[config.mk]
export PLATFORM = sky130hd
export DESIGN_NAME = rect_cmd_queue
export DESIGN_NICKNAME = d
export VERILOG_FILES = /design/src/rtl/rect_cmd_queue.sv
export SDC_FILE = /design/constraint.sdc
export NUM_CORES = 1
export LEC_CHECK = 0
export ABC_AREA = 1
export BUFFER_PORTS_ARGS = -buffer_cell sky130_fd_sc_hd__buf_2
export CORE_MARGIN = 2
export CORE_UTILIZATION = 52
export CTS_CLUSTER_SIZE = 40
export DETAILED_ROUTE_END_ITERATION = 8
export GPL_TIMING_DRIVEN = 0
export PLACE_DENSITY = 0.75
export SLEW_MARGIN = 10
export SYNTH_ARGS = -nofsm -noshare
export SYNTH_HDL_FRONTEND = slang
export SYNTH_SLANG_ARGS = --single-unit
[constraint.sdc]
create_clock -name clk -period 2.95 [get_ports clk]
set_input_delay 0.1475 -clock clk [delete_from_list [all_inputs] [get_ports clk]]
set_output_delay 0.1475 -clock clk [all_outputs]
set_load 0.05 [all_outputs]
[src/rtl/rect_cmd_queue.sv]
// -----------------------------------------------------------------------------
// rect_cmd_queue
//
// Purpose:
//   Buffers rectangle draw commands in a DEPTH-entry FIFO and sequences them,
//   one at a time, into a downstream rectangle renderer. Each popped command
//   is latched into the rect_* attribute registers. The renderer is then
//   enabled, and the queue waits for its done flag. Commands with zero width
//   or zero height are dropped without enabling the renderer.
//
// Optional feature (compile-time macro):
//   RECT_CLIP_EN - clip popped commands to a 320x240 screen. A command whose
//                  origin is off-screen is dropped like a zero-size command.
//
// Ports:
//   clk, reset         clock (all state on rising edge); async active-high reset
//   cmd_valid/ready    command handshake from the producer
//   cmd_*              command origin, size, background, border flag/colour
//   rect_*             registered attributes to the renderer
//   rect_enable        renderer enable (high only in DRAW)
//   rect_done          renderer done (combinational, valid while enabled)
//   cmd_done           one-cycle pulse per command completed or dropped
//   busy               FSM not idle or FIFO non-empty
//   level              FIFO occupancy
//   fsm_state_o        current FSM state (debug)
//
// Handshake:
//   A command is pushed on a rising clk edge where cmd_valid && cmd_ready.
//   cmd_ready depends only on registered occupancy and never on cmd_valid.
//   The producer must hold cmd_valid and cmd_* stable until it is accepted.
// -----------------------------------------------------------------------------
module rect_cmd_queue #(
    parameter int DEPTH = 4
) (
    input  logic                   clk,
    input  logic                   reset,
    input  logic                   cmd_valid,
    output logic                   cmd_ready,
    input  logic [8:0]             cmd_x,
    input  logic [7:0]             cmd_y,
    input  logic [8:0]             cmd_w,
    input  logic [7:0]             cmd_h,
    input  logic [2:0]             cmd_back,
    input  logic                   cmd_border,
    input  logic [2:0]             cmd_border_color,
    output logic [8:0]             rect_origin_x,
    output logic [7:0]             rect_origin_y,
    output logic [8:0]             rect_width,
    output logic [7:0]             rect_height,
    output logic [2:0]             rect_back_color,
    output logic                   rect_border,
    output logic [2:0]             rect_border_color,
    output logic                   rect_enable,
    input  logic                   rect_done,
    output logic                   cmd_done,
    output logic                   busy,
    output logic [$clog2(DEPTH):0] level,
    output logic [1:0]             fsm_state_o
);

    localparam int AW = $clog2(DEPTH);
    localparam int LW = AW + 1;
    localparam int CW = 41;

    typedef enum logic [1:0] {
        S_IDLE    = 2'd0,
        S_LOAD    = 2'd1,
        S_DRAW    = 2'd2,
        S_RELEASE = 2'd3
    } state_t;

    state_t         state_q, state_d;

    // FIFO storage and bookkeeping
    logic [CW-1:0]  fifo_q [DEPTH];
    logic [AW-1:0]  wr_ptr_q, wr_ptr_d;
    logic [AW-1:0]  rd_ptr_q, rd_ptr_d;
    logic [LW-1:0]  level_q, level_d;

    // Sequencing flags
    logic           armed_q, armed_d;
    logic           drop_q, drop_d;

    // Attribute registers
    logic [8:0]     ox_q, ox_d;
    logic [7:0]     oy_q, oy_d;
    logic [8:0]     w_q, w_d;
    logic [7:0]     h_q, h_d;
    logic [2:0]     back_q, back_d;
    logic           brd_q, brd_d;
    logic [2:0]     bc_q, bc_d;

    logic           push;
    logic           pop;
    logic           load_attr;
    logic           fifo_nonempty;
    logic [CW-1:0]  cmd_word;
    logic [CW-1:0]  head_word;

    logic [8:0]     head_x;
    logic [7:0]     head_y;
    logic [8:0]     head_w;
    logic [7:0]     head_h;
    logic [2:0]     head_back;
    logic           head_brd;
    logic [2:0]     head_bc;
    logic [8:0]     eff_w;
    logic [7:0]     eff_h;
    logic           head_drop;

    // -------------------------------------------------------------------------
    // FIFO
    // -------------------------------------------------------------------------
    assign fifo_nonempty = (level_q != '0);
    assign cmd_ready     = (level_q < LW'(DEPTH));
    assign push          = cmd_valid & cmd_ready;

    assign cmd_word = {cmd_x, cmd_y, cmd_w, cmd_h, cmd_back, cmd_border,
                       cmd_border_color};
    assign head_word = fifo_q[rd_ptr_q];
    assign {head_x, head_y, head_w, head_h, head_back, head_brd, head_bc} =
        head_word;

    // DEPTH is a power of two, so the pointers wrap naturally at AW bits
    always_comb begin
        wr_ptr_d = wr_ptr_q;
        rd_ptr_d = rd_ptr_q;
        level_d  = level_q;
        if (push) begin
            wr_ptr_d = wr_ptr_q + AW'(1);
        end
        if (pop) begin
            rd_ptr_d = rd_ptr_q + AW'(1);
        end
        case ({push, pop})
            2'b10:   level_d = level_q + LW'(1);
            2'b01:   level_d = level_q - LW'(1);
            default: level_d = level_q;
        endcase
    end

    // Storage is not reset; entries are only read once pushed
    always_ff @(posedge clk) begin
        if (push) begin
            fifo_q[wr_ptr_q] <= cmd_word;
        end
    end

    always_ff @(posedge clk or posedge reset) begin
        if (reset) begin
            wr_ptr_q <= '0;
            rd_ptr_q <= '0;
            level_q  <= '0;
        end else begin
            wr_ptr_q <= wr_ptr_d;
            rd_ptr_q <= rd_ptr_d;
            level_q  <= level_d;
        end
    end

    // -------------------------------------------------------------------------
    // Head-of-queue size evaluation
    // -------------------------------------------------------------------------
`ifdef RECT_CLIP_EN
    logic [9:0] room_x;
    logic [8:0] room_y;

    always_comb begin
        room_x = 10'd320 - {1'b0, head_x};
        room_y = 9'd240 - {1'b0, head_y};
        eff_w  = head_w;
        eff_h  = head_h;
        if ((head_x >= 9'd320) || (head_y >= 8'd240)) begin
            // Off-screen origin: force a zero size so it takes the drop path
            eff_w = '0;
            eff_h = '0;
        end else begin
            if ({1'b0, head_w} > room_x) begin
                eff_w = room_x[8:0];
            end
            if ({1'b0, head_h} > room_y) begin
                eff_h = room_y[7:0];
            end
        end
    end
`else
    assign eff_w = head_w;
    assign eff_h = head_h;
`endif

    assign head_drop = (eff_w == '0) | (eff_h == '0);

    // -------------------------------------------------------------------------
    // FSM: state register
    // -------------------------------------------------------------------------
    always_ff @(posedge clk or posedge reset) begin
        if (reset) begin
            state_q <= S_IDLE;
        end else begin
            state_q <= state_d;
        end
    end

    // -------------------------------------------------------------------------
    // FSM: next-state logic
    // -------------------------------------------------------------------------
    always_comb begin
        state_d = state_q;
        case (state_q)
            S_IDLE: begin
                // A dropped head is consumed here without leaving IDLE
                if (fifo_nonempty && !head_drop) begin
                    state_d = S_LOAD;
                end
            end
            S_LOAD: begin
                state_d = S_DRAW;
            end
            S_DRAW: begin
                if (armed_q && rect_done) begin
                    state_d = S_RELEASE;
                end
            end
            S_RELEASE: begin
                state_d = S_IDLE;
            end
            default: begin
                state_d = S_IDLE;
            end
        endcase
    end

    // -------------------------------------------------------------------------
    // FSM: outputs and per-state controls
    // -------------------------------------------------------------------------
    always_comb begin
        pop         = 1'b0;
        load_attr   = 1'b0;
        drop_d      = 1'b0;
        armed_d     = 1'b0;
        rect_enable = 1'b0;
        cmd_done    = drop_q;
        busy        = (state_q != S_IDLE) | fifo_nonempty;
        case (state_q)
            S_IDLE: begin
                pop       = fifo_nonempty;
                load_attr = fifo_nonempty & ~head_drop;
                drop_d    = fifo_nonempty & head_drop;
            end
            S_LOAD: begin
                rect_enable = 1'b0;
            end
            S_DRAW: begin
                rect_enable = 1'b1;
                // The renderer may report done left over from its previous
                // draw; only trust done after it has been seen low once.
                armed_d     = armed_q | ~rect_done;
            end
            S_RELEASE: begin
                cmd_done = 1'b1;
            end
            default: begin
                rect_enable = 1'b0;
            end
        endcase
    end

    always_ff @(posedge clk or posedge reset) begin
        if (reset) begin
            armed_q <= 1'b0;
            drop_q  <= 1'b0;
        end else begin
            armed_q <= armed_d;
            drop_q  <= drop_d;
        end
    end

    // -------------------------------------------------------------------------
    // Attribute registers: loaded only on a pop that will be drawn, so they
    // stay constant from LOAD through RELEASE.
    // -------------------------------------------------------------------------
    always_comb begin
        ox_d   = ox_q;
        oy_d   = oy_q;
        w_d    = w_q;
        h_d    = h_q;
        back_d = back_q;
        brd_d  = brd_q;
        bc_d   = bc_q;
        if (load_attr) begin
            ox_d   = head_x;
            oy_d   = head_y;
            w_d    = eff_w;
            h_d    = eff_h;
            back_d = head_back;
            brd_d  = head_brd;
            bc_d   = head_bc;
        end
    end

    always_ff @(posedge clk or posedge reset) begin
        if (reset) begin
            ox_q   <= '0;
            oy_q   <= '0;
            w_q    <= '0;
            h_q    <= '0;
            back_q <= '0;
            brd_q  <= 1'b0;
            bc_q   <= '0;
        end else begin
            ox_q   <= ox_d;
            oy_q   <= oy_d;
            w_q    <= w_d;
            h_q    <= h_d;
            back_q <= back_d;
            brd_q  <= brd_d;
            bc_q   <= bc_d;
        end
    end

    assign rect_origin_x     = ox_q;
    assign rect_origin_y     = oy_q;
    assign rect_width        = w_q;
    assign rect_height       = h_q;
    assign rect_back_color   = back_q;
    assign rect_border       = brd_q;
    assign rect_border_color = bc_q;
    assign level             = level_q;
    assign fsm_state_o       = state_q;

endmodule

=== After elaboration in Yosys (flattened, before gate mapping) ===
Memories as Yosys holds them, arrays and structs flattened.
Cells that the tools add are included.
W data, S select, Z words.

* Add/subtract/negate cells: 4
* $lt $le $gt $ge: 1
* Eq/ne operators: 7
* Multiplexer cells: 12
* Bitwise gates (word level): 8
* Reductions and logical operators: 10

{| class="wikitable"
|+ Operators with widths
! cell !! count
|-
| $logic_not A9 Y1 || 1
|-
| $logic_not A8 Y1 || 1
|-
| $mux W1 || 8
|-
| $pmux W2 S4 || 1
|-
| $eq A2 B2 Y1 const B || 3
|-
| $pmux W3 S2 || 1
|-
| $add A2 B1 Y2 const B || 2
|-
| $eq A2 B1 Y1 const B || 2
|-
| $mux W2 || 2
|-
| $ne A2 B2 Y1 const B || 2
|-
| $reduce_bool A2 Y1 || 2
|-
| $add A3 B1 Y3 const B || 1
|-
| $and A1 B1 Y1 || 3
|-
| $lt A3 B3 Y1 const B || 1
|-
| $or A1 B1 Y1 || 3
|-
| $reduce_bool A3 Y1 || 1
|-
| $sub A3 B1 Y3 const B || 1
|-
| $logic_and A1 B1 Y1 || 2
|-
| $logic_not A2 Y1 || 1
|-
| $not A1 Y1 || 2
|-
| $reduce_and A2 Y1 || 1
|-
| $logic_not A1 Y1 || 1
|}

* Register bits after elaboration: 52
* Bits in writable memories: 164
* Input bits: 45
* Logic and storage cells: 56
* Memories: 1

{| class="wikitable"
|+ Memories
! name !! words !! bits a word !! rd ports !! clocked after Yosys merged registers in !! write ports !! line !! RTL
|-
| fifo_q || 4 || 41 || 1 || 0 || 1 || 75 || <nowiki>logic [CW-1:0] fifo_q [DEPTH];</nowiki>
|}

=== Logic depth before layout (Yosys ltp) ===
Gate-level depths: netlist of run 1.
An unclocked memory read counts as a cell.

* Depth after elaboration: 7
* Gate-level depth with buffers: 14
* Mapped depth without buffers: 12

=== Least setup slack after synthesis of run 1 ===
No wires, ideal clock.

* Kind: register -> register
* Start: register level_q[2], in the netlist level[2]
* End: memory fifo_q[0][0], enable pin
* Setup time: 0.440 ns
* Data arrival time: 3.060 ns
* Slack: -0.549 ns
* Cell stages (with the launch flop): 4
* Path buffers: 0
* Period minus slack after synthesis: 3.499 ns
* Cell sequence: dfrtp_1 > inv_1 > nand2_1 > nor2_1

* Longest elaborated chain between the ends: 4

{| class="wikitable"
|+ Ends and longest elaborated chain
! what !! line !! RTL
|-
| start, declared || 78 || <nowiki>logic [LW-1:0] level_q, level_d;</nowiki>
|-
| start signal, assigned || 157 || <nowiki>level_q <= level_d;</nowiki>
|-
| $lt A3 B3 Y1 || 115 || <nowiki>assign cmd_ready = (level_q < LW'(DEPTH));</nowiki>
|-
| net cmd_ready || 38 || <nowiki>output logic cmd_ready,</nowiki>
|-
| $and A1 B1 Y1 || 116 || <nowiki>assign push = cmd_valid & cmd_ready;</nowiki>
|-
| $mux W1 || 144 || <nowiki>if (push) begin</nowiki>
|-
| $mux W1 (not written as such) || 145 || <nowiki>fifo_q[wr_ptr_q] <= cmd_word;</nowiki>
|-
| end, declared || 75 ||
|}

The timed path passes the listed nets, and every way through them passes these cells.

=== Final worst setup path of run 1 ===
* Start: register state_q[0], in the netlist fsm_state_o[0]
* End: register level_q[2], in the netlist level[2]

* Longest elaborated chain between the ends: 4
* Elaborated cells on any way between the ends: 6
* Classes of those cells: eq/ne: 2; mux: 2; reduce/logical: 2

{| class="wikitable"
|+ Ends and longest elaborated chain
! what !! line !! RTL
|-
| start, declared || 72 || <nowiki>state_t state_q, state_d;</nowiki>
|-
| start signal, assigned || 200 || <nowiki>state_q <= state_d;</nowiki>
|-
| $logic_not A2 Y1 * || 244 || <nowiki>case (state_q)</nowiki>
|-
| $mux W1 * || 244 ||
|-
| net pop || 94 || <nowiki>logic pop;</nowiki>
|-
| $eq A2 B1 Y1 or $eq A2 B2 Y1 (tied branches) || 135 || <nowiki>case ({push, pop})</nowiki>
|-
| $pmux W3 S2 or $reduce_bool A2 Y1 (tied branches) || - ||
|}

The timed path passes the listed nets; every way through them passes the cells marked *.
A chain may end at the register's enable or synchronous reset.

==> results.tsv, run 1 <==
stage	metric	value	unit
run_status	run status	completed	
floorplan	io pins	95	
cells_and_area	commonest non-fill, non-tap cell in the layout	nand2_1	
synthesis	Syn. warnings	0	
setup_path	Startpoint Class	register	
detailed_routing	Initial DRC Count	476	
detailed_routing	final antenna-violating net count	0	
clock_tree	clock transition at the registers of the reported paths	60	ps
setup_path	cell repeated most along the worst path	inv_1	
global_routing	grt ovf	0	
job	Max-Cap Viols	0	
setup_path	worst-path maximum fanout	4	
cells_and_area	P&R area growth vs syn	23.9	%
timing	setup_tns	0	ps
worst_hold_path	Worst Hold Class	input port to register	
timing	RSZ-0062 raised after global routing	false	
clock_tree	Clock Tree Root	clkbuf_16	
clock_tree	clk_lat worst skew	510	ps
clock_tree	Num CTS Buffers	22	
cells_and_area	filler cell count	1165	
timing	Final Max Tran Viols	0	
clock_tree	CTS tree	yes	
setup_path	CP endpoint kind	register	
detailed_routing	wire per inst	16.4	µm
power_and_ir_drop	Lkg Pwr	4.35	nW
timing	min Tclk post-route	2410	ps
floorplan	total core area	15900	µm²
synthesis	cell count after synthesis	715	
clock_tree	H-tree levels	1	
timing	worst slew pin tran	714	ps
cells_and_area	commonest non-fill, non-tap cells in the layout	nand2_1 (191), edfxtp_1 (164), buf_2 (109), o21ai_0 (84), nor2_1 (56)	
floorplan	die area	17400	µm²
setup_path	CP delay by family, top	adder cells	
power_and_ir_drop	power per standard cell area	1110	nW/µm²
floorplan	Die Y-Extent	132	µm
global_routing	first-pass GRT wire length	29.4	mm
global_routing	vias in the first global route	5601	
setup_path	r2r setup slk	540	ps
setup_path	delay of the slowest cell on the worst path	430	ps
timing	skew final	13.4	ps
detailed_routing	DRT Pass-1 Iters	5	
placement	Placer Congestion	0.804	
cells_and_area	Final #Nets	937	
placement	I/O Buffers	94	
synthesis	syn nets	769	
setup_path	CP Data Arrival Time	2790	ps
setup_path	kind of critical path	register to register	
detailed_routing	DR DRC count	0	
detailed_routing	vias	5773	
detailed_routing	Vias/cell	5.18	
placement	DP Wirelength	11.9	mm
setup_path	critical path's slowest cell	nor2_1	
timing	Final period util	81.6	%
placement	Placed Cells	1032	
cells_and_area	layout cell share with drive strength beyond 1	19.1	%
clock_tree	Clock Sinks	216	
global_routing	Tot GR Track Use	21.2	%
cells_and_area	Non-Filler Instances	1115	
synthesis	Mapped Area	8510	µm²
floorplan	Cell Rows	46	
synthesis	post-synthesis area per instance	11.9	µm²
cells_and_area	Ant. Diodes	0	
power_and_ir_drop	worst ir drop on vdd	512	µV
setup_path	Crit path required time	3330	ps
timing	Max transition margin	52.3	%
clock_tree	Longest Clk Path Bufs	3	
timing	final setup fails	0	
global_routing	initial antenna violation count	0	
global_routing	largest net degree at the start of global routing	31	
synthesis	Synth Register Bits	216	
floorplan	Die W	132	µm
setup_path	crit path cell chain	inv_1, ha_1, inv_1, nor2_1, ha_1, inv_1, fa_1, a21oi_1, o21ai_0, xor2_1	
detailed_routing	DRT Wirelength	18.3	mm
floorplan	Initial Util	53.4	%
setup_path	Buf/Inv on CP	3	
synthesis	register area share after synthesis	73.2	%
timing	highest clock rate	415	MHz
timing	Hold Violations, Final	0	
synthesis	Netlist cell types	25	
where the power goes:
group	internal (mW)	switching, mW	total [mW]
sequential	3.99	0.261	4.25
combinational	1.34	3.58	4.92
clock	1.40	1.12	2.52
registers in the layout, summed over array words and instances, names as in the netlist:
| name | cells |
|---|---|
| rect_width | 9 |
| rect_height | 8 |
| rect_border_color | 3 |
| wr_ptr_q | 2 |
| armed_q | 1 |
| rd_ptr_q | 2 |
| rect_origin_y | 8 |
| rect_border | 1 |
| rect_back_color | 3 |
| fsm_state_o | 2 |
| fifo_q | 164 |
| level | 3 |
| rect_origin_x | 9 |
| drop_q | 1 |
through the flow:
stage	total power, mW	hold slack (ps)	util (%)	instance area (µm²)	setup WS, ps
finish	11.7	282	66.1	10500	543
global route	12.4	306	66.1	10500	385
CTS	11.7	273	66.1	10500	549
detailed placement	9.17	291	59.3	9450	562
global placement	8.96	341	58.0	9250	-1370
floorplan	7.74	238	-	8510	-549
cell families after synthesis:
| family | Yosys count | share of synthesized area (%) |
|---|---|---|
| compound gates | 119 | 7.35 |
| xor+xnor | 5 | 0.515 |
| fa+ha+maj | 9 | 1.41 |
| buf+inv | 76 | 4.05 |
| flops | 216 | 73.2 |
| simple gates | 290 | 13.5 |
synth_stat cells, drive strengths merged:
master	number	share of area [%]
clkbuf	14	0.62
dfrtp	52	15
o21ai	92	5.4
xor2	4	0.41
inv	38	1.7
nand3	35	2.1
xnor2	1	0.10
edfxtp	164	58
nand2	192	8.5
ha	8	1.2
a21oi	3	0.18
or2	1	0.074
o22ai	24	1.8
nor3	1	0.059
buf	24	1.7
nor2	61	2.8
fa	1	0.24
metal layers:
metal / global-route usage (%) / vias to the layer above / share of wire [%]
li1: - / 2793 / -
met1: 29.1 / 2765 / 43
met2: 35.1 / 187 / 49
met3: 3.23 / 28 / 5.9
met4: 7.13 / 0 / 1.9
met5: 0 / - / 0
final cells by class:
class	instances	area (µm²)	area share [%]
sequential	216	6230	59.1
multi-input combinational	423	1970	18.7
timing repair buffer	144	1070	10.2
clock buffer	24	568	5.39
tap	216	270	2.56
buffer	38	199	1.89
inverter	38	145	1.38
clock inverter	16	92.6	0.879
final timing paths:
kind                                 from                to  depth (start not counted)
min                             cmd_valid       wr_ptr_q[0]                          3
max in group asynchronous           reset  rect_origin_x[4]                          4
max reg2reg                fsm_state_o[0]          level[2]                         10
min in group asynchronous           reset          level[1]                          3
max                        fsm_state_o[0]          level[2]                         10
min reg2reg                 rect_width[8]     rect_width[8]                          2
tightest hold or removal path: cells and delay by family:
kind / cells / cell delay (ps)
and+or+nand+nor: 1 / 290
xor gates and xnor gates: 1 / 220
buffers and inverters: 1 / 80
timing repair:
item                      4_1_cts  5_1_grt
buffers inserted                0        0
hold buffers                   43        0
resized for setup               0        0
hold endpoints to repair      194        0
Power figures use the tool's default switching activity.
==> run 2, diff against run 1 <==
- CORE_UTILIZATION: 52 -> 55
- PLACE_DENSITY: 0.75 -> 0.76
- clock period: 2.95 -> 2.25 ns (I/O delays scaled with it)
==> results.tsv, run 2 (same netlist as run 1, synthesis figures left out) <==
stage	metric	value	unit
detailed_routing	Initial DRC Count	606	
cells_and_area	Non-Filler Instances	1087	
clock_tree	Clock Sinks	216	
setup_path	crit path cell chain	buf_4, inv_4, buf_4, nand2_1, nand3_1, nand2_1, nand2_1, nor2_1, nand2_1, nand2_4, nor2_4, buf_6, nand2_1, nand2_1	
setup_path	CP Data Arrival Time	2520	ps
floorplan	Initial Util	56.2	%
placement	Placed Cells	1002	
timing	final setup fails	0	
worst_hold_path	Hold Path Depth	3	
detailed_routing	DRT Pass-1 Iters	7	
cells_and_area	Top reg by flops	fifo_q	
timing	RSZ-0062 raised after global routing	false	
worst_hold_path	Hold Path End	wr_ptr_q[0]	
setup_path	cell repeated most along the worst path	nand2_1	
cells_and_area	P&R area growth vs syn	23.5	%
cells_and_area	Final #Nets	937	
setup_path	worst-path maximum fanout	10	
clock_tree	Longest Clk Path Bufs	3	
timing	skew final	9.24	ps
power_and_ir_drop	Pwr Total	15.6	mW
setup_path	Setup crit start	rd_ptr_q[0]	
job	Max-Cap Viols	0	
cells_and_area	Finished Core Util	69.4	%
worst_hold_path	hold path startpoint	cmd_valid	
clock_tree	clk_lat worst skew	490	ps
floorplan	Cell Rows	45	
cells_and_area	layout cell share with drive strength beyond 1	19.1	%
timing	highest clock rate	477	MHz
timing	Max transition margin	49.1	%
floorplan	Die Y-Extent	128	µm
placement	dpl cell area	9360	µm²
power_and_ir_drop	part of the power in combinational logic	42.1	%
power_and_ir_drop	worst ir drop on vdd	656	µV
setup_path	Startpoint Class	register	
placement	DP Wirelength	12.5	mm
power_and_ir_drop	switch share	42.4	%
clock_tree	Clock Tree Root	clkbuf_16	
cells_and_area	Ant. Diodes	0	
clock_tree	clock transition at the registers of the reported paths	60	ps
cells_and_area	final instance area	10500	µm²
power_and_ir_drop	NetSw	6.62	mW
setup_path	R2R depth	14	
global_routing	Tot GR Track Use	24.0	%
global_routing	largest net degree at the start of global routing	35	
placement	Placer Congestion	0.787	
timing	worst slew pin tran	761	ps
global_routing	initial antenna violation count	0	
power_and_ir_drop	Power Internal	8.98	mW
detailed_routing	DR DRC count	0	
setup_path	Buf/Inv on CP	4	
worst_hold_path	Worst Hold Class	input port to register	
power_and_ir_drop	power per standard cell area	1490	nW/µm²
detailed_routing	vias	6031	
global_routing	vias in the first global route	6017	
clock_tree	H-tree levels	1	
cells_and_area	max reg flops	164	
timing	min Tclk post-route	2100	ps
setup_path	terminus of the critical flop-to-flop path	rect_origin_x[4]	
placement	Setup WS pre-CTS	-201	ps
power_and_ir_drop	part of the power in registers	36.1	%
timing	Final Max Tran Viols	0	
power_and_ir_drop	Lkg Pwr	4.33	nW
cells_and_area	commonest non-fill, non-tap cell in the layout	nand2_1	
setup_path	delay of the slowest cell on the worst path	370	ps
cells_and_area	commonest non-fill, non-tap cells in the layout	nand2_1 (190), edfxtp_1 (164), buf_2 (107), o21ai_0 (84), nor2_1 (55)	
floorplan	Die W	128	µm
setup_path	Crit path required time	2670	ps
setup_path	critical path's slowest cell	dfrtp_1	
global_routing	grt ovf	0	
timing	Hold Violations, Final	0	
setup_path	CP endpoint kind	register	
setup_path	worst r2r src	rd_ptr_q[0]	
placement	I/O Buffers	94	
setup_path	kind of critical path	register to register	
global_routing	first-pass GRT wire length	30.6	mm
power_and_ir_drop	Clock power frac	21.9	%
setup_path	r2r setup slk	150	ps
floorplan	die area	16500	µm²
timing	worst setup margin	155	ps
detailed_routing	Vias/cell	5.55	
detailed_routing	wire per inst	18.1	µm
clock_tree	Num CTS Buffers	22	
floorplan	io pins	95	
detailed_routing	final antenna-violating net count	0	
timing	Final period util	93.1	%
run_status	run status	completed	
setup_path	CP delay by family, top	simple AND/OR/NAND/NOR gates	
detailed_routing	DRT Wirelength	19.7	mm
clock_tree	CTS tree	yes	
floorplan	total core area	15100	µm²
run 2: power by group through the flow:
stage / registers, mW / clock network, mW / logic (mW)
after floorplan: 7.03 / 0 / 3.16
after global placement: 5.65 / 0 / 6.08
after detailed placement: 5.69 / 0 / 6.36
after CTS: 5.62 / 3.45 / 6.47
after global routing: 5.70 / 3.60 / 7.13
final: 5.63 / 3.41 / 6.57
run 2: cell type report:
class	instances	area, µm²
Timing Repair Buffer	144	1020
Clock inverter	13	86.3
Buffer	38	211
Clock buffer	27	591
Inverter	38	149
Fill cell	1043	4640
Multi-Input combinational cell	423	1990
Sequential cell	216	6230
Tap cell	188	235
run 2: per-layer routing:
metal	routed length [µm]	vias up	global-route usage, %	part of all wire (%)
met4	404	0	7.56	2.1
li1	-	2780	-	-
met5	0	-	0	0
met1	8130	2923	32.8	41
met3	1470	42	3.70	7.5
met2	9680	286	40.3	49
run 2: per-stage QoR:
step	TNS, ps	hold slack (ps)
final	0	30.0
after global routing	0	44.2
after CTS	0	22.2
after detailed placement	-201	149
after global placement	-64.3	297
after floorplan	0	203
run 2: repair_timing:
item                                    CTS  global route
pin swaps                                 0             2
endpoints found under the hold margin   183             0
hold buffers                             43             0
endpoints found under the setup margin    1            22
buffers inserted                          0             2
gates resized for setup                   2             5
cloned                                    0             0
run 2: worst max path at each step:
stage / cells past startpoint / to / slack, ps
floorplan: 8 / level[2] / 8
global placement: 10 / level[2] / -60
detailed placement: 10 / level[2] / -200
CTS: 10 / level[2] / 40
global route: 14 / rect_height[0] / 10
finish: 14 / rect_origin_x[4] / 150
run 2: worst register-to-register path: stages (launching register included):
cell and delay, ps:
dfrtp_1 370, buf_4 160, inv_4 120, buf_4 200, nand2_1 70, nand3_1 60, nand2_1 90, nand2_1 90
nor2_1 40, nand2_1 110, nand2_4 110, nor2_4 230, buf_6 190, nand2_1 90, nand2_1 90
==> run 3, diff against run 2 <==
- PLACE_DENSITY: 0.76 -> 0.87
- SETUP_SLACK_MARGIN: not set -> 0.4
==> results.tsv, run 3 (same netlist as run 1, synthesis figures left out) <==
stage	metric	value	unit
detailed_routing	wire per inst	24.7	µm
floorplan	total core area	15100	µm²
detailed_routing	DR DRC count	0	
cells_and_area	final instance area	11300	µm²
floorplan	Cell Rows	45	
clock_tree	clock transition at the registers of the reported paths	70	ps
timing	worst setup margin	49.1	ps
floorplan	Die Y-Extent	128	µm
timing	Final Max Tran Viols	0	
clock_tree	Clock Sinks	216	
timing	setup_tns	0	ps
setup_path	CP endpoint kind	register	
power_and_ir_drop	Pwr Total	18.1	mW
global_routing	first-pass GRT wire length	39.5	mm
setup_path	critical path's slowest cell	dfrtp_1	
timing	highest clock rate	454	MHz
setup_path	delay of the slowest cell on the worst path	390	ps
setup_path	kind of critical path	register to register	
cells_and_area	Top reg by flops	fifo_q	
timing	min Tclk post-route	2200	ps
timing	Max transition margin	49.2	%
setup_path	CP Data Arrival Time	2590	ps
detailed_routing	vias	7121	
setup_path	Buf/Inv on CP	6	
cells_and_area	commonest non-fill, non-tap cell in the layout	edfxtp_1	
placement	dpl cell area	9370	µm²
clock_tree	Longest Clk Path Bufs	3	
detailed_routing	DRT Pass-1 Iters	6	
run_status	run status	completed	
timing	final setup fails	0	
global_routing	Tot GR Track Use	32.2	%
power_and_ir_drop	power per standard cell area	1600	nW/µm²
setup_path	cell repeated most along the worst path	buf_6	
detailed_routing	DRT Wirelength	27.7	mm
worst_hold_path	Worst Hold Class	input port to asynchronous set/reset pin	
placement	Placed Cells	1001	
detailed_routing	Initial DRC Count	1230	
setup_path	Startpoint Class	register	
timing	skew final	32.4	ps
timing	RSZ-0062 raised after global routing	true	
job	Max-Cap Viols	0	
timing	Hold Violations, Final	0	
clock_tree	Num CTS Buffers	21	
clock_tree	Clock Tree Root	clkbuf_16	
cells_and_area	commonest non-fill, non-tap cells in the layout	edfxtp_1 (164), nand2_1 (121), buf_2 (99), o21ai_0 (68), nand2_2 (65)	
floorplan	die area	16500	µm²
floorplan	Initial Util	56.2	%
cells_and_area	P&R area growth vs syn	32.7	%
setup_path	worst-path maximum fanout	7	
global_routing	vias in the first global route	7005	
placement	Placer Congestion	0.792	
cells_and_area	Non-Filler Instances	1123	
detailed_routing	final antenna-violating net count	0	
cells_and_area	Final #Nets	973	
global_routing	largest net degree at the start of global routing	40	
setup_path	Crit path required time	2640	ps
placement	I/O Buffers	94	
clock_tree	CTS tree	yes	
timing	Final period util	97.8	%
setup_path	crit path cell chain	buf_6, inv_8, buf_6, buf_8, nand2_4, nand3_4, nand2_4, nand2_2, nor2_2, nand3_2, nand2_4, nor2_4, buf_6, buf_6, nand2_2, nand2_2	
clock_tree	clk_lat worst skew	530	ps
cells_and_area	max reg flops	164	
placement	DP Wirelength	11.8	mm
clock_tree	H-tree levels	1	
setup_path	CP delay by family, top	simple AND/OR/NAND/NOR gates	
timing	worst slew pin tran	761	ps
floorplan	io pins	95	
placement	Setup WS pre-CTS	84.8	ps
global_routing	initial antenna violation count	0	
power_and_ir_drop	worst ir drop on vdd	678	µV
global_routing	grt ovf	0	
cells_and_area	filler cell count	778	
cells_and_area	layout cell share with drive strength beyond 1	32.8	%
detailed_routing	Vias/cell	6.34	
power_and_ir_drop	Lkg Pwr	4.61	nW
floorplan	Die W	128	µm
[run 3: changes by cell type in the layout (fill, tap and decap cells not counted), sizes merged]
cell | previous run | this run
diode | 0 | 2
dlygate4sd3 | 43 | 44
nor2 | 61 | 68
inv | 37 | 40
buf | 123 | 154
clkinv | 11 | 6
clkbuf | 43 | 40
[run 3: final cells by class]
cell class | count | area [µm²] | area share (%)
inverter | 38 | 156 | 1.39
multi-input combinational | 430 | 2380 | 21.1
timing repair buffer | 174 | 1350 | 12.0
clock inverter | 11 | 91.3 | 0.809
clock buffer | 26 | 554 | 4.91
buffer | 38 | 279 | 2.47
antenna | 2 | 5.00 | 0.0443
sequential | 216 | 6230 | 55.2
tap | 188 | 235 | 2.08
[run 3: final timing paths]
check / slack [ps] / start / to / cells past startpoint
min in group clk: 310 / rect_done / armed_q / 3
max reg2reg: 50 / rd_ptr_q[0] / rect_border / 16
min: 90 / reset / rect_border_color[1] / 3
max: 50 / rd_ptr_q[0] / rect_border / 16
max in group asynchronous: 1600 / reset / rect_width[0] / 4
min reg2reg: 470 / rect_width[5] / rect_width[5] / 2
[run 3: where the power goes]
part | total, mW | internal, mW | switching [mW]
sequential | 5.72 | 5.25 | 0.477
clock | 3.46 | 1.88 | 1.57
combinational | 8.90 | 2.69 | 6.21
total | 18.1 | 9.82 | 8.26
[run 3: stage by stage]
step | utilization, % | hold slack [ps]
2_1_floorplan | - | 203
3_3_place_gp | 61.3 | 303
3_5_place_dp | 61.9 | 85.7
4_1_cts | 73.6 | 110
5_1_grt | 74.5 | 133
6_report | 74.5 | 94.9
[run 3: timing repair]
action,CTS,global route
hold buffers,44,0
hold endpoints to repair,219,0
setup endpoints to repair,150,152
gates resized for setup,136,34
pin swaps,27,14
buffers inserted,23,3
cloned,8,5
[run 3: worst reg2reg max path, cell delays in order, from the launching register on]
cell and delay (ps):
dfrtp_1 390, buf_6 170, inv_8 70, buf_6 120
buf_8 130, nand2_4 80, nand3_4 100, nand2_4 110
nand2_2 60, nor2_2 120, nand3_2 100, nand2_4 130
nor2_4 60, buf_6 130, buf_6 140, nand2_2 100
nand2_2 70
[run 3: metal layers]
metal	up-vias	share of wire [%]	GRT usage [%]
met5	-	0	0
met4	0	6.4	18.0
met3	184	14	7.90
met2	764	47	51.6
met1	3311	33	40.7
li1	2862	-	-
